==> config.mk <==
export PLATFORM = sky130hd
export DESIGN_NAME = mpy_seq
export DESIGN_NICKNAME = d
export VERILOG_FILES = /design/src/rtl/mpy_seq_pkg.sv /design/src/rtl/mpy_seq_fsm.sv /design/src/rtl/mpy_seq.sv
export SDC_FILE = /design/constraint.sdc
export NUM_CORES = 1
export LEC_CHECK = 0
export ABC_AREA = 0
export ABC_CLOCK_PERIOD_IN_PS = 2410
export CAP_MARGIN = 5
export CORE_MARGIN = 2
export CORE_UTILIZATION = 40
export DETAILED_ROUTE_END_ITERATION = 8
export DONT_BUFFER_PORTS = 1
export MAX_ROUTING_LAYER = met4
export SLEW_MARGIN = 20
export SYNTH_ARGS = -nofsm -noshare
export SYNTH_HDL_FRONTEND = slang
export SYNTH_SLANG_ARGS = --single-unit
==> constraint.sdc <==
create_clock -name CLK -period 2.41 [get_ports CLK]
set_input_delay 0.241 -clock CLK [delete_from_list [all_inputs] [get_ports CLK]]
set_output_delay 0.241 -clock CLK [all_outputs]
set_load 0.02 [all_outputs]
==> src/rtl/mpy_seq_pkg.sv <==
// Shared types and adder-select encodings for the shift-add multiply sequencer.
package mpy_seq_pkg;

    typedef enum logic [1:0] {
        IDLE = 2'd0,
        RUN  = 2'd1,
        DONE = 2'd2
    } mpy_state_t;

    localparam logic [1:0] ARIT_PASS = 2'b00;
    localparam logic [1:0] ARIT_ADD  = 2'b01;
    localparam logic [1:0] ARIT_SUB  = 2'b10;

endpackage

==> src/rtl/mpy_seq_fsm.sv <==
// Sequencer control for mpy_seq: state register, iteration counter and BUSY/DONE generation.
module mpy_seq_fsm #(
    parameter int SIZE  = 16,
    parameter int CNT_W = $clog2(SIZE) + 1
) (
    input  logic clk,
    input  logic rst,
    input  logic start,
    output logic busy,
    output logic done,
    output logic accept,
    output logic last
);
    import mpy_seq_pkg::*;

    mpy_state_t       state, state_nxt;
    logic [CNT_W-1:0] cnt, cnt_nxt;

    always_ff @(posedge clk) begin
        if (rst) begin
            state <= IDLE;
            cnt   <= '0;
        end else begin
            state <= state_nxt;
            cnt   <= cnt_nxt;
        end
    end

    always_comb begin
        state_nxt = state;
        cnt_nxt   = cnt;
        case (state)
            IDLE: begin
                if (start) begin
                    state_nxt = RUN;
                    cnt_nxt   = '0;
                end
            end
            RUN: begin
                cnt_nxt = cnt + 1'b1;
                if (cnt == CNT_W'(SIZE - 1)) state_nxt = DONE;
            end
            DONE:    state_nxt = IDLE;
            default: state_nxt = IDLE;
        endcase
    end

    // START is only honoured from IDLE; RUN and DONE drop it.
    always_comb begin
        busy   = (state == RUN);
        done   = (state == DONE);
        accept = (state == IDLE) && start;
        last   = (state == RUN) && (cnt == CNT_W'(SIZE - 1));
    end

endmodule

==> src/rtl/mpy_seq.sv <==
// Radix-2 shift-add multiply sequencer driving an external shared adder via the ARIT_* ports.
// Optional two's-complement mode is enabled by defining MPY_SIGNED_EN (adds the SIGNED input).
module mpy_seq #(
    parameter int SIZE = 16
) (
    input  logic            CLK,
    input  logic            RST,
    input  logic            START,
    input  logic [SIZE-1:0] OP_A,
    input  logic [SIZE-1:0] OP_B,
`ifdef MPY_SIGNED_EN
    input  logic            SIGNED,
`endif
    output logic            BUSY,
    output logic            DONE,
    output logic [SIZE-1:0] RESLO,
    output logic [SIZE-1:0] RESHI,
    output logic [SIZE-1:0] ARIT_SRC,
    output logic [SIZE-1:0] ARIT_DST,
    output logic [1:0]      ARIT_S,
    output logic            ARIT_CIN,
    input  logic [SIZE-1:0] ARIT_OUT,
    input  logic            ARIT_COUT,
    input  logic            ARIT_V
);
    import mpy_seq_pkg::*;

    logic [SIZE-1:0] acc_hi, acc_lo, mcand;
    logic [SIZE-1:0] nxt_hi, nxt_lo;
    logic            shift_in;
    logic            accept, last, busy, done;
    logic            sgn_mode;

    mpy_seq_fsm #(.SIZE(SIZE)) u_fsm (
        .clk    (CLK),
        .rst    (RST),
        .start  (START),
        .busy   (busy),
        .done   (done),
        .accept (accept),
        .last   (last)
    );

    assign BUSY = busy;
    assign DONE = done;

`ifdef MPY_SIGNED_EN
    always_ff @(posedge CLK) begin
        if (RST)         sgn_mode <= 1'b0;
        else if (accept) sgn_mode <= SIGNED;
    end
`else
    assign sgn_mode = 1'b0;
`endif

    // Signed shift-in is the true sign of the SIZE+1 bit sum (MSB corrected by overflow);
    // the multiplier's sign bit carries negative weight, so its step subtracts.
    always_comb begin
        ARIT_SRC = acc_hi;
        ARIT_DST = mcand;
        ARIT_S   = ARIT_PASS;
        ARIT_CIN = 1'b0;
        shift_in = 1'b0;
        if (busy) begin
            if (acc_lo[0]) begin
                if (sgn_mode && last) begin
                    ARIT_S   = ARIT_SUB;
                    ARIT_CIN = 1'b1;
                    shift_in = ARIT_OUT[SIZE-1] ^ ARIT_V;
                end else begin
                    ARIT_S   = ARIT_ADD;
                    shift_in = sgn_mode ? (ARIT_OUT[SIZE-1] ^ ARIT_V) : ARIT_COUT;
                end
            end else begin
                shift_in = sgn_mode & acc_hi[SIZE-1];
            end
        end
    end

    assign nxt_hi = {shift_in, ARIT_OUT[SIZE-1:1]};
    assign nxt_lo = {ARIT_OUT[0], acc_lo[SIZE-1:1]};

    // Result registers load on the edge into DONE and hold until the next completion.
    always_ff @(posedge CLK) begin
        if (RST) begin
            acc_hi <= '0;
            acc_lo <= '0;
            mcand  <= '0;
            RESHI  <= '0;
            RESLO  <= '0;
        end else if (accept) begin
            acc_hi <= '0;
            acc_lo <= OP_B;
            mcand  <= OP_A;
        end else if (busy) begin
            acc_hi <= nxt_hi;
            acc_lo <= nxt_lo;
            if (last) begin
                RESHI <= nxt_hi;
                RESLO <= nxt_lo;
            end
        end
    end

endmodule

==> run metrics <==
Worst path max stage delay=0.56 ns; Congestion Overflow GR=0; CP required=2.17 ns; ant diodes=0; Global Route Usage Sum=17.61%; most common cell in the netlist=dfxtp_1; Crit Path Class=reg -> out; FMAX=498.5 MHz; CP Max Fanout=11; Final ANT Viol Nets=0; Die ar.=8553 um2; CTS tree=built; Critical Path Start Type=flop; register area share after synthesis=55.61%; flop and latch count out of synthesis=87; type of destination of the critical path=primary output; TritonCTS buffer count=9; final hold vios=0; Tcrit/Tclk final=83.24%; Vias/cell=5.334; drc violations=0; FF+latch area=1742 um2; Die Wd=92.49 um; first-pass GRT wire length=11450 um; Crit path arrival time=1.77 ns; Yosys Warn Count=0; multi-input combinational cell area=1200 um2; most frequent cells after synthesis=dfxtp_1 (87), nand2_1 (65), a21oi_1 (35); Initial DRC Count=148; EDFF count, synth=0; synth top area cells=dfxtp_1 (56%), a22o_1 (8.7%), nand2_1 (7.8%); H-Tree Depth=3; fill cell count=740; final hold slack=0.01864 ns; share of layout cells above drive strength 1=8.646%; Cell Area, Synth=3132 um2; Most used DFF post-synth=dfxtp_1; Slowest cell on crit path=dfxtp_1; RSZ-0062 raised after global routing=false; RD Place Congestion=0.7325; slew margin rel.=52.98%; top cell type's share of synthesized area=55.61%; Clock transition at path regs=0.09 ns; Total Wirelength=7236 um; HP Class=in -> reg; DR WL/cell=16.12 um; Chip Height=92.49 um; Avg Cell Area, Syn=9.405 um2; Final Skew=0.01235 ns; worst slew pin tran=0.7053 ns; IO Pins=122; Setup TNS=0 ns; clock root cell=clkbuf_8; # clock sinks=87; Port-buffer cells=0; Setup violations, final=0; clock insertion delay at the later pin of the skew report=0.35 ns; Tmin final=2.006 ns; Leak=1.297 nW; vias in the first global route=2236; Layout Nets=397; Initial Utilization=40.95%; DP HPWL=4776 um; total core area=7647 um2; VDD IR max=0.3165 mV; pwr/cell area=772.7 nW/um2; largest area contributor in the netlist=dfxtp_1; drt pass-1 iters=4; outcome=finished clean; row cnt=32; Syn Inst Count=333; synth-to-layout area growth=12.15%; ordered cell list for the critical path=nand2b_1, inv_2, and2_1; ys async rst share=0%; initial antenna violation count=0; total power=2.714 mW; Distinct cells, synth=30; Vias=2395; CP delay by family, top=simple AND/OR/NAND/NOR gates; crit path buf inv count=1; final max-slew violation count=0; Clock Tree Buf Depth=2; Max Cap Viol=0; largest net degree at the start of global routing=40
==> final timing paths <==
check	startpoint	to	slack [ns]	cells past startpoint
worst max-delay path	u_fsm.state[0]	ARIT_S[0]	0.40	3
worst min-delay path	ARIT_OUT[4]	ARIT_SRC[3]	0.02	2
worst max register to register	u_fsm.state[0]	RESHI[7]	0.64	5
worst min register to register	u_fsm.cnt[4]	u_fsm.cnt[4]	0.49	2
==> per-layer routing <==
layer  global-route usage (%)  part of all wire (%)
met1                    22.20                    45
met2                    26.34                    45
met3                    5.777                   8.2
met4                    6.716                   1.5
met5                        -                     0
==> metrics by stage <==
| stage | util [%] | instance area, um2 | worst slack (ns) | cells |
|---|---|---|---|---|
| floorplan | - | 3136 | 0.8583 | 334 |
| global placement | 41.21 | 3152 | 0.6624 | 416 |
| detailed placement | 41.21 | 3152 | 0.6228 | 416 |
| CTS | 45.53 | 3482 | 0.3568 | 446 |
| global route | 45.93 | 3512 | 0.2095 | 449 |
| finish | 45.93 | 3512 | 0.4039 | 449 |
==> final cells by class <==
type                       count  share of cell area [%]
timing repair buffer          26                   7.054
tap                          102                   3.634
sequential                    87                   49.59
clock buffer                  10                   3.919
inverter                       4                  0.4275
clock inverter                 6                   1.211
multi-input combinational    214                   34.16
==> kinds of logic after synthesis <==
logic type	share of synthesized area [%]
AOI/OAI and AO/OA	22.77
other	0.1197
DFF	55.61
adders and majority gates	0.7989
and+or+nand+nor	14.42
buffers and inverters	6.272
==> worst register-to-register path, stage by stage, from the launching register on <==
cell      delay (ns)
dfxtp_1         0.56
nand2b_1        0.35
inv_2           0.22
a21oi_2         0.08
buf_4           0.21
a22o_1          0.25
==> state kept, by name, indices dropped and copies added, names as in the netlist <==
name and flops:
acc_lo 16, ARIT_DST 16, u_fsm.cnt 5, RESHI 16
RESLO 16, ARIT_SRC 16, u_fsm.state 2
==> where the power goes <==
part           switching, mW  internal (mW)  leakage, nW
Combinational          0.127         0.0868        0.499
Sequential            0.0763           1.49        0.709
Clock                  0.523          0.406       0.0891
Total                  0.727           1.99         1.30
==> placed cells by master, fill, tap and decap left out <==
cell,n
nand3b_1,2
a21oi_1,35
nand2b_1,6
nand4_1,1
o21ba_1,1
clkinv_1,1
nand3_1,6
nor2_1,20
dlygate4sd3_1,16
a31oi_1,2
clkinv_2,2
nand2_1,65
or3_1,1
and3_1,1
clkbuf_8,10
nor3b_2,1
inv_2,1
dfxtp_1,87
inv_1,2
a22o_1,31
and2_1,1
clkinvlp_4,2
buf_4,9
inv_6,2
or3b_1,1
buf_12,1
a211oi_1,17
o22ai_1,16
o21a_1,1
ha_1,2
conb_1,2
a21oi_2,1
nor2_2,1
==> timing repair <==
item                      4_1_cts  5_1_grt
setup buffers                   0        0
hold buffers                   14        3
gates resized for setup         0        0
hold endpoints to repair       55        3
No activity file was read; power rests on OpenSTA's default activity.
